**config.mk**
```make
export PLATFORM = sky130hd
export DESIGN_NAME = reg_file_debug_port
export DESIGN_NICKNAME = d
export VERILOG_FILES = /design/src/rtl/reg_file_debug_pkg.sv /design/src/rtl/reg_file_port_mux.sv /design/src/rtl/reg_file_debug_port.sv
export SDC_FILE = /design/constraint.sdc
export NUM_CORES = 1
export LEC_CHECK = 0
export CORE_ASPECT_RATIO = 0.8
export CORE_UTILIZATION = 43
export CTS_CLUSTER_SIZE = 8
export DETAILED_ROUTE_END_ITERATION = 8
export PLACE_DENSITY = 0.87
export SETUP_SLACK_MARGIN = 0.4
export SLEW_MARGIN = 20
export SYNTH_ARGS = -nofsm -noshare
export SYNTH_HDL_FRONTEND = slang
export SYNTH_SLANG_ARGS = --single-unit
```
**constraint.sdc**
```tcl
create_clock -name clk -period 3.4 [get_ports clk]
set_clock_uncertainty 0.15 [all_clocks]
set_input_delay 1.02 -clock clk [delete_from_list [all_inputs] [get_ports clk]]
set_output_delay 1.02 -clock clk [all_outputs]
set_load 0.1 [all_outputs]
```
**src/rtl/reg_file_debug_pkg.sv**
```systemverilog
// Shared types for the register-file debug port.
//   dbg_state_t : debug FSM states, also exported on the top-level debug output.
//   dbg_req_t   : one latched debug request (write flag, target register, write data).
//   DATA_WIDTH_DEF / ADDR_WIDTH_DEF : register-file geometry defaults; the
//   register file package uses the same values, so dbg_req_t matches it.
package reg_file_debug_pkg;

  localparam int DATA_WIDTH_DEF = 32;
  localparam int ADDR_WIDTH_DEF = 5;

  typedef enum logic [1:0] {
    IDLE      = 2'd0,
    HALT_WAIT = 2'd1,
    ACCESS    = 2'd2,
    RESP      = 2'd3
  } dbg_state_t;

  typedef struct packed {
    logic                      write;
    logic [ADDR_WIDTH_DEF-1:0] addr;
    logic [DATA_WIDTH_DEF-1:0] wdata;
  } dbg_req_t;

endpackage

```
**src/rtl/reg_file_port_mux.sv**
```systemverilog
// Combinational selection of the register-file write port and read port 1.
//   debug_owns_port  : 1 = debug values drive the rf_* outputs, 0 = core values.
//   block_core_write : forces rf_wr_en low while the core owns the port
//                      (used while a debug response is pending).
//   core_*           : core-side write port / read port 1 address.
//   dbg_*            : debug-side write port / read port 1 address.
//   rf_*             : to the register file.
module reg_file_port_mux #(
  parameter int DATA_WIDTH = 32,
  parameter int ADDR_WIDTH = 5
) (
  input  logic                  debug_owns_port,
  input  logic                  block_core_write,
  input  logic                  core_wr_en,
  input  logic [ADDR_WIDTH-1:0] core_wr_reg,
  input  logic [DATA_WIDTH-1:0] core_wr_data,
  input  logic [ADDR_WIDTH-1:0] core_rd_reg_1,
  input  logic                  dbg_wr_en,
  input  logic [ADDR_WIDTH-1:0] dbg_wr_reg,
  input  logic [DATA_WIDTH-1:0] dbg_wr_data,
  input  logic [ADDR_WIDTH-1:0] dbg_rd_reg_1,
  output logic                  rf_wr_en,
  output logic [ADDR_WIDTH-1:0] rf_wr_reg,
  output logic [DATA_WIDTH-1:0] rf_wr_data,
  output logic [ADDR_WIDTH-1:0] rf_rd_reg_1
);

  always_comb begin
    rf_wr_en    = core_wr_en & ~block_core_write;
    rf_wr_reg   = core_wr_reg;
    rf_wr_data  = core_wr_data;
    rf_rd_reg_1 = core_rd_reg_1;
    if (debug_owns_port) begin
      rf_wr_en    = dbg_wr_en;
      rf_wr_reg   = dbg_wr_reg;
      rf_wr_data  = dbg_wr_data;
      rf_rd_reg_1 = dbg_rd_reg_1;
    end
  end

endmodule

```
**src/rtl/reg_file_debug_port.sv**
```systemverilog
// Debug initiator for the register file. An external agent issues one read or
// write of x0..x31; this block halts the core, borrows the write port and read
// port 1 for a single ACCESS cycle, returns the response and releases the core.
//
// Handshakes: a transfer happens on a rising clk edge where valid && ready are
// both 1. Once rsp_valid rises, rsp_rdata/rsp_err stay constant until that
// transfer; valid never drops without a transfer.
//
// Ports:
//   clk, rst                    : clock, synchronous active-high reset.
//   req_valid/req_ready         : request handshake; req_write/req_addr/req_wdata.
//   rsp_valid/rsp_ready         : response handshake; rsp_rdata (0 for writes
//                                 and errors), rsp_err (halt timeout).
//   halt_req/halted             : core stall request and acknowledge.
//   core_*                      : core-side write port and read port 1 address.
//   rf_*                        : to the register file; rf_rd_data_1 back from it.
//   dbg_state                   : current FSM state, for observation only.
module reg_file_debug_port
  import reg_file_debug_pkg::*;
#(
  parameter int DATA_WIDTH   = DATA_WIDTH_DEF,
  parameter int ADDR_WIDTH   = ADDR_WIDTH_DEF,
  parameter int HALT_TIMEOUT = 16
) (
  input  logic                  clk,
  input  logic                  rst,
  input  logic                  req_valid,
  output logic                  req_ready,
  input  logic                  req_write,
  input  logic [ADDR_WIDTH-1:0] req_addr,
  input  logic [DATA_WIDTH-1:0] req_wdata,
  output logic                  rsp_valid,
  input  logic                  rsp_ready,
  output logic [DATA_WIDTH-1:0] rsp_rdata,
  output logic                  rsp_err,
  output logic                  halt_req,
  input  logic                  halted,
  input  logic                  core_wr_en,
  input  logic [ADDR_WIDTH-1:0] core_wr_reg,
  input  logic [DATA_WIDTH-1:0] core_wr_data,
  input  logic [ADDR_WIDTH-1:0] core_rd_reg_1,
  output logic                  rf_wr_en,
  output logic [ADDR_WIDTH-1:0] rf_wr_reg,
  output logic [DATA_WIDTH-1:0] rf_wr_data,
  output logic [ADDR_WIDTH-1:0] rf_rd_reg_1,
  input  logic [DATA_WIDTH-1:0] rf_rd_data_1,
  output dbg_state_t            dbg_state
);

  // Counter only has to reach HALT_TIMEOUT-1.
  localparam int CNT_W = (HALT_TIMEOUT > 2) ? $clog2(HALT_TIMEOUT) : 1;
  localparam logic [CNT_W-1:0] CNT_LAST = CNT_W'(HALT_TIMEOUT - 1);

  dbg_state_t       state;
  dbg_req_t         req_q;
  logic [CNT_W-1:0] cnt_q;

  assign dbg_state = state;

  always_ff @(posedge clk) begin
    if (rst) begin
      state     <= IDLE;
      req_ready <= 1'b1;
      rsp_valid <= 1'b0;
      rsp_rdata <= '0;
      rsp_err   <= 1'b0;
      halt_req  <= 1'b0;
      cnt_q     <= '0;
      req_q     <= '0;
    end else begin
      case (state)
        IDLE: begin
          if (req_valid) begin
            req_q     <= '{write: req_write, addr: req_addr, wdata: req_wdata};
            cnt_q     <= '0;
            req_ready <= 1'b0;
            halt_req  <= 1'b1;
            state     <= HALT_WAIT;
          end
        end
        HALT_WAIT: begin
          cnt_q <= cnt_q + CNT_W'(1);
          // halted is tested first so it wins over a coincident expiry.
          if (halted) begin
            state <= ACCESS;
          end else if (cnt_q == CNT_LAST) begin
            rsp_valid <= 1'b1;
            rsp_err   <= 1'b1;
            rsp_rdata <= '0;
            state     <= RESP;
          end
        end
        ACCESS: begin
          // The mux presents req_q.addr on read port 1 this cycle.
          rsp_rdata <= req_q.write ? '0 : rf_rd_data_1;
          rsp_err   <= 1'b0;
          rsp_valid <= 1'b1;
          state     <= RESP;
        end
        RESP: begin
          if (rsp_ready) begin
            rsp_valid <= 1'b0;
            halt_req  <= 1'b0;
            req_ready <= 1'b1;
            state     <= IDLE;
          end
        end
        default: state <= IDLE;
      endcase
    end
  end

  reg_file_port_mux #(
    .DATA_WIDTH(DATA_WIDTH),
    .ADDR_WIDTH(ADDR_WIDTH)
  ) u_mux (
    .debug_owns_port (state == ACCESS),
    .block_core_write(state == RESP),
    .core_wr_en      (core_wr_en),
    .core_wr_reg     (core_wr_reg),
    .core_wr_data    (core_wr_data),
    .core_rd_reg_1   (core_rd_reg_1),
    .dbg_wr_en       (req_q.write),
    .dbg_wr_reg      (req_q.addr),
    .dbg_wr_data     (req_q.wdata),
    .dbg_rd_reg_1    (req_q.addr),
    .rf_wr_en        (rf_wr_en),
    .rf_wr_reg       (rf_wr_reg),
    .rf_wr_data      (rf_wr_data),
    .rf_rd_reg_1     (rf_rd_reg_1)
  );

  // The core must still be stalled while the debug port owns the register file.
  a_halted_in_access: assert property (@(posedge clk) disable iff (rst)
    (state == ACCESS) |-> halted);

endmodule

```
==> impl_summary.md, run 1 <==
Power
The design draws 5.08 mW. The worst-case IR drop observed on VDD is 429 µV. The analysis attributes to cell leakage a power of 2.91 nW.

Power spread over the standard cell area amounts to 754 mW/mm².

Final layout
The number of nets in the layout is 751. In the final layout, the share of cells above drive strength 1 is 0.274. After routing the design area is 0.00674 mm². At the end of the flow the core is filled with cells to 0.797. From synthesis to final layout, the design area changed by 80.1%.

Drt
After detailed routing, the met2 layer carries 6.22 mm of wire. The routed via count divided by cell count is 5.21. In the routed design, unresolved DRC markers number 0. Dividing the detail-routed wire length by the instance count gives 16.7 µm. The first detailed-routing pass ran for 5 iterations. Routed signal wires occupy layers up through met4. The count of nets left with antenna violations once routing finished came out at 0. The routed via count is 3,874. The first routing iteration left 227 violations.

The routed design has 12.4 mm of wire. The total met3 wirelength after detailed routing is 1.04 mm. The met1 wire length is 4.89 mm.

Logic synthesis
After synthesis the cells add up to 0.00374 mm². The cell count after synthesis came out at 440. The async set or reset register ratio after synthesis is 0. Dividing the synthesized area by the synthesized cell count gives 8.50 µm².

The count of different cell masters after synthesis is 34. In this run, synthesis inferred 0 flip-flops with an integrated enable. The net count of the mapped netlist is 564. The total of flip-flops plus latches after synthesis is 80.

The main flop type after synthesis is sky130_fd_sc_hd__dfxtp_1. The share of the Yosys chip area taken by registers is 0.428. The total number of yosys warnings is 0.

Run status
The run finished with clean final reports.

Timing
In the finished design, the share of the clock period the worst path needs comes to 0.864. The final max-slew violation count is 0. Subtracting the final worst setup slack from the clock period gives 2.94 ns. The setup TNS is 0 ns. Derived from the worst setup path, the maximum achievable clock frequency is 341 MHz.

The total setup violations reported at the end of the flow is 0. Setup repair after global routing could not meet its margin everywhere. The worst pin sits at a relative slew slack of 0.454. For the pin with the worst max-slew slack, the measured transition is 0.816 ns. Setup slack on the critical path of the routed design comes to 0.464 ns. The final count of hold timing violations is 0.

Global route
The global-route usage over all layers is 0.250. The first global-routing pass estimated 17.7 mm of wire. The initial antenna violation count came to 1. The via count of the first global-routing pass is 3,661.

Global routing finished with a remaining overflow of 0. The largest net degree at the start of global routing is 50.

Die
The core outline area is 0.00845 mm². After floorplanning, the core was divided into 30 placement rows. The area enclosed by the die boundary is 0.00908 mm². In this run the vertical extent of the chip is 85.4 µm. For this configuration, the core starts out at a cell density of 0.443. The width of the die is 106 µm. The number of I/O pins is 199.

Critical path
Walking the worst path, the cells encountered are clkinvlp_4, ha_4, bufbuf_16, o21ai_4, buf_12. Of all nets on the critical path, the largest fanout is 13. The type of origin of the critical path is a flip-flop. The most critical setup path has its startpoint at dbg_state[0]. The element type at the critical path end is an output port. Data on the critical path is required at its endpoint by 2.23 ns.

The total buffers and inverters traversed by the critical path is 3. Broken down by cell family, the worst path's largest delay share belongs to buffers and inverters. The slowest stage of the critical path belongs to the cell sky130_fd_sc_hd__dfxtp_4. The worst setup path is of the reg2out kind.

The worst path arrival time is 1.77 ns. The startpoint identified for the worst register-to-register timing path is dbg_state[0]. The largest single stage delay on the critical path is 0.39 ns.

Worst hold path
The worst hold path class is reg2reg. The startpoint identified for the worst hold timing path is req_q[7].

CTS
TritonCTS built the clock tree. The clock passes through at most 2 buffers. The later-pin clock latency in the skew report is 0.35 ns.

The TritonCTS sink count is 80. The H-tree was split into 3 levels. After clock tree synthesis, the clock-pin slew on the worst setup and hold paths is 0.08 ns.

The clock buffer count from CTS is 9. The cell at the root of the clock tree is sky130_fd_sc_hd__clkbuf_8.

Run
Across the run, the number of max-cap violations was 0.

Placed design
The final RePlAce weighted congestion is 0.785. OpenSTA, run right after detailed placement, puts the worst setup slack at 0.311 ns. Buffers placed on the I/O ports in this run total 198. The half-perimeter wire length of the detailed placement result is 8.08 mm.

The placed standard-cell area is 0.00624 mm².
worst min-delay path, cell delays in order (launching register included):
cell and delay (ns):
sky130_fd_sc_hd__dfxtp_1 0.32, sky130_fd_sc_hd__nand2_1 0.05, sky130_fd_sc_hd__a21oi_1 0.05
synth_stat cells (all sizes together), types with 3 or more instances:
cell type / n / share of area
clkbuf: 19 / 0.019
o21ai: 15 / 0.022
nor2b: 3 / 0.0070
nand2b: 35 / 0.059
a21oi: 45 / 0.060
a211oi: 3 / 0.0094
dfxtp: 80 / 0.43
ha: 6 / 0.020
buf: 14 / 0.025
mux2: 32 / 0.096
nand2: 87 / 0.087
nand3b: 3 / 0.0070
o32ai: 32 / 0.077
inv: 45 / 0.045
nor2: 6 / 0.0060
layout by cell type (no fill, tap or decap), types with 11 or more instances in the layout:
cell type	synthesis	final
sky130_fd_sc_hd__nand2_1	87	87
sky130_fd_sc_hd__dfxtp_1	80	78
sky130_fd_sc_hd__clkdlybuf4s50_1	0	73
sky130_fd_sc_hd__buf_12	0	46
sky130_fd_sc_hd__a21oi_1	45	45
sky130_fd_sc_hd__buf_4	0	42
sky130_fd_sc_hd__nand2b_1	35	35
sky130_fd_sc_hd__inv_1	45	34
sky130_fd_sc_hd__mux2_4	0	32
sky130_fd_sc_hd__o32ai_1	31	31
sky130_fd_sc_hd__dlymetal6s2s_1	0	24
sky130_fd_sc_hd__dlygate4sd2_1	0	19
sky130_fd_sc_hd__o21ai_4	0	11
registers in the layout (all words and copies together) (netlist names):
name and count:
rsp_valid 1, halt_req 1, req_q 38, req_ready 1
dbg_state 2, rsp_err 1, rsp_rdata 32, cnt_q 4
per-layer routing:
metal	vias to the layer above	track usage
met1	1814	0.286
li1	1852	-
met2	184	0.448
met4	0	0.0707
met3	24	0.0768
met5	-	0
metrics by stage:
step                instances  hold WS, ns
floorplan                 440        0.283
global placement          723        0.288
detailed placement        723        0.300
CTS                       740        0.310
global route              744        0.332
finish                    744        0.312
layout make-up:
class | count | area, µm²
clock buffers | 10 | 138
repair buffers | 209 | 2530
well taps | 112 | 140
clock inverters | 5 | 81.3
fillers | 488 | 1710
inverters | 45 | 173
flip-flops and latches | 80 | 1610
multi-input cells | 282 | 2060
diodes | 1 | 2.50
worst paths after layout:
check / to / slack (ns) / cells past startpoint
hold reg to reg: req_q[7] / 0.31 / 2
setup / recovery: rf_wr_reg[2] / 0.46 / 5
setup reg to reg: rsp_rdata[7] / 1.08 / 6
hold / removal: req_q[7] / 0.31 / 2
power by group:
group / leakage, nW / switching [mW] / total [mW] / internal (mW)
logic: 2.14 / 2.04 / 3.11 / 1.08
registers: 0.654 / 0.106 / 1.20 / 1.09
clock network: 0.108 / 0.337 / 0.767 / 0.429
cell families (layout without fill, tap and decap cells):
| logic type | after synthesis | after routing | synth area share |
|---|---|---|---|
| and+or+nand+nor | 140 | 140 | 0.177 |
| other | 0 | 1 | 0 |
| buffers and inverters | 78 | 269 | 0.0897 |
| DFF | 80 | 80 | 0.428 |
| AOI/OAI and AO/OA | 103 | 103 | 0.186 |
| adders and majority gates | 6 | 6 | 0.0201 |
| muxes | 33 | 33 | 0.0990 |
what timing repair did:
| action | in CTS | in global routing |
|---|---|---|
| buffers inserted | 0 | 1 |
| hold buffers | 0 | 0 |
| endpoints found under the hold margin | 0 | 0 |
| gates cloned | 2 | 2 |
| pin swaps | 12 | 1 |
| setup endpoints to repair | 43 | 28 |
| resized for setup | 40 | 48 |
Power figures use the tool's default switching activity.
==> inputs of run 2 (changes only) <==
--- a/config.mk
+++ b/config.mk
@@ -9,6 +9,7 @@
 export CORE_UTILIZATION = 43
 export CTS_CLUSTER_SIZE = 8
 export DETAILED_ROUTE_END_ITERATION = 8
+export HOLD_SLACK_MARGIN = 0.1
 export PLACE_DENSITY = 0.87
 export SETUP_SLACK_MARGIN = 0.4
 export SLEW_MARGIN = 20
==> results of run 2 <==
The final DEF is identical to that of run 1; final timing and power are the same.
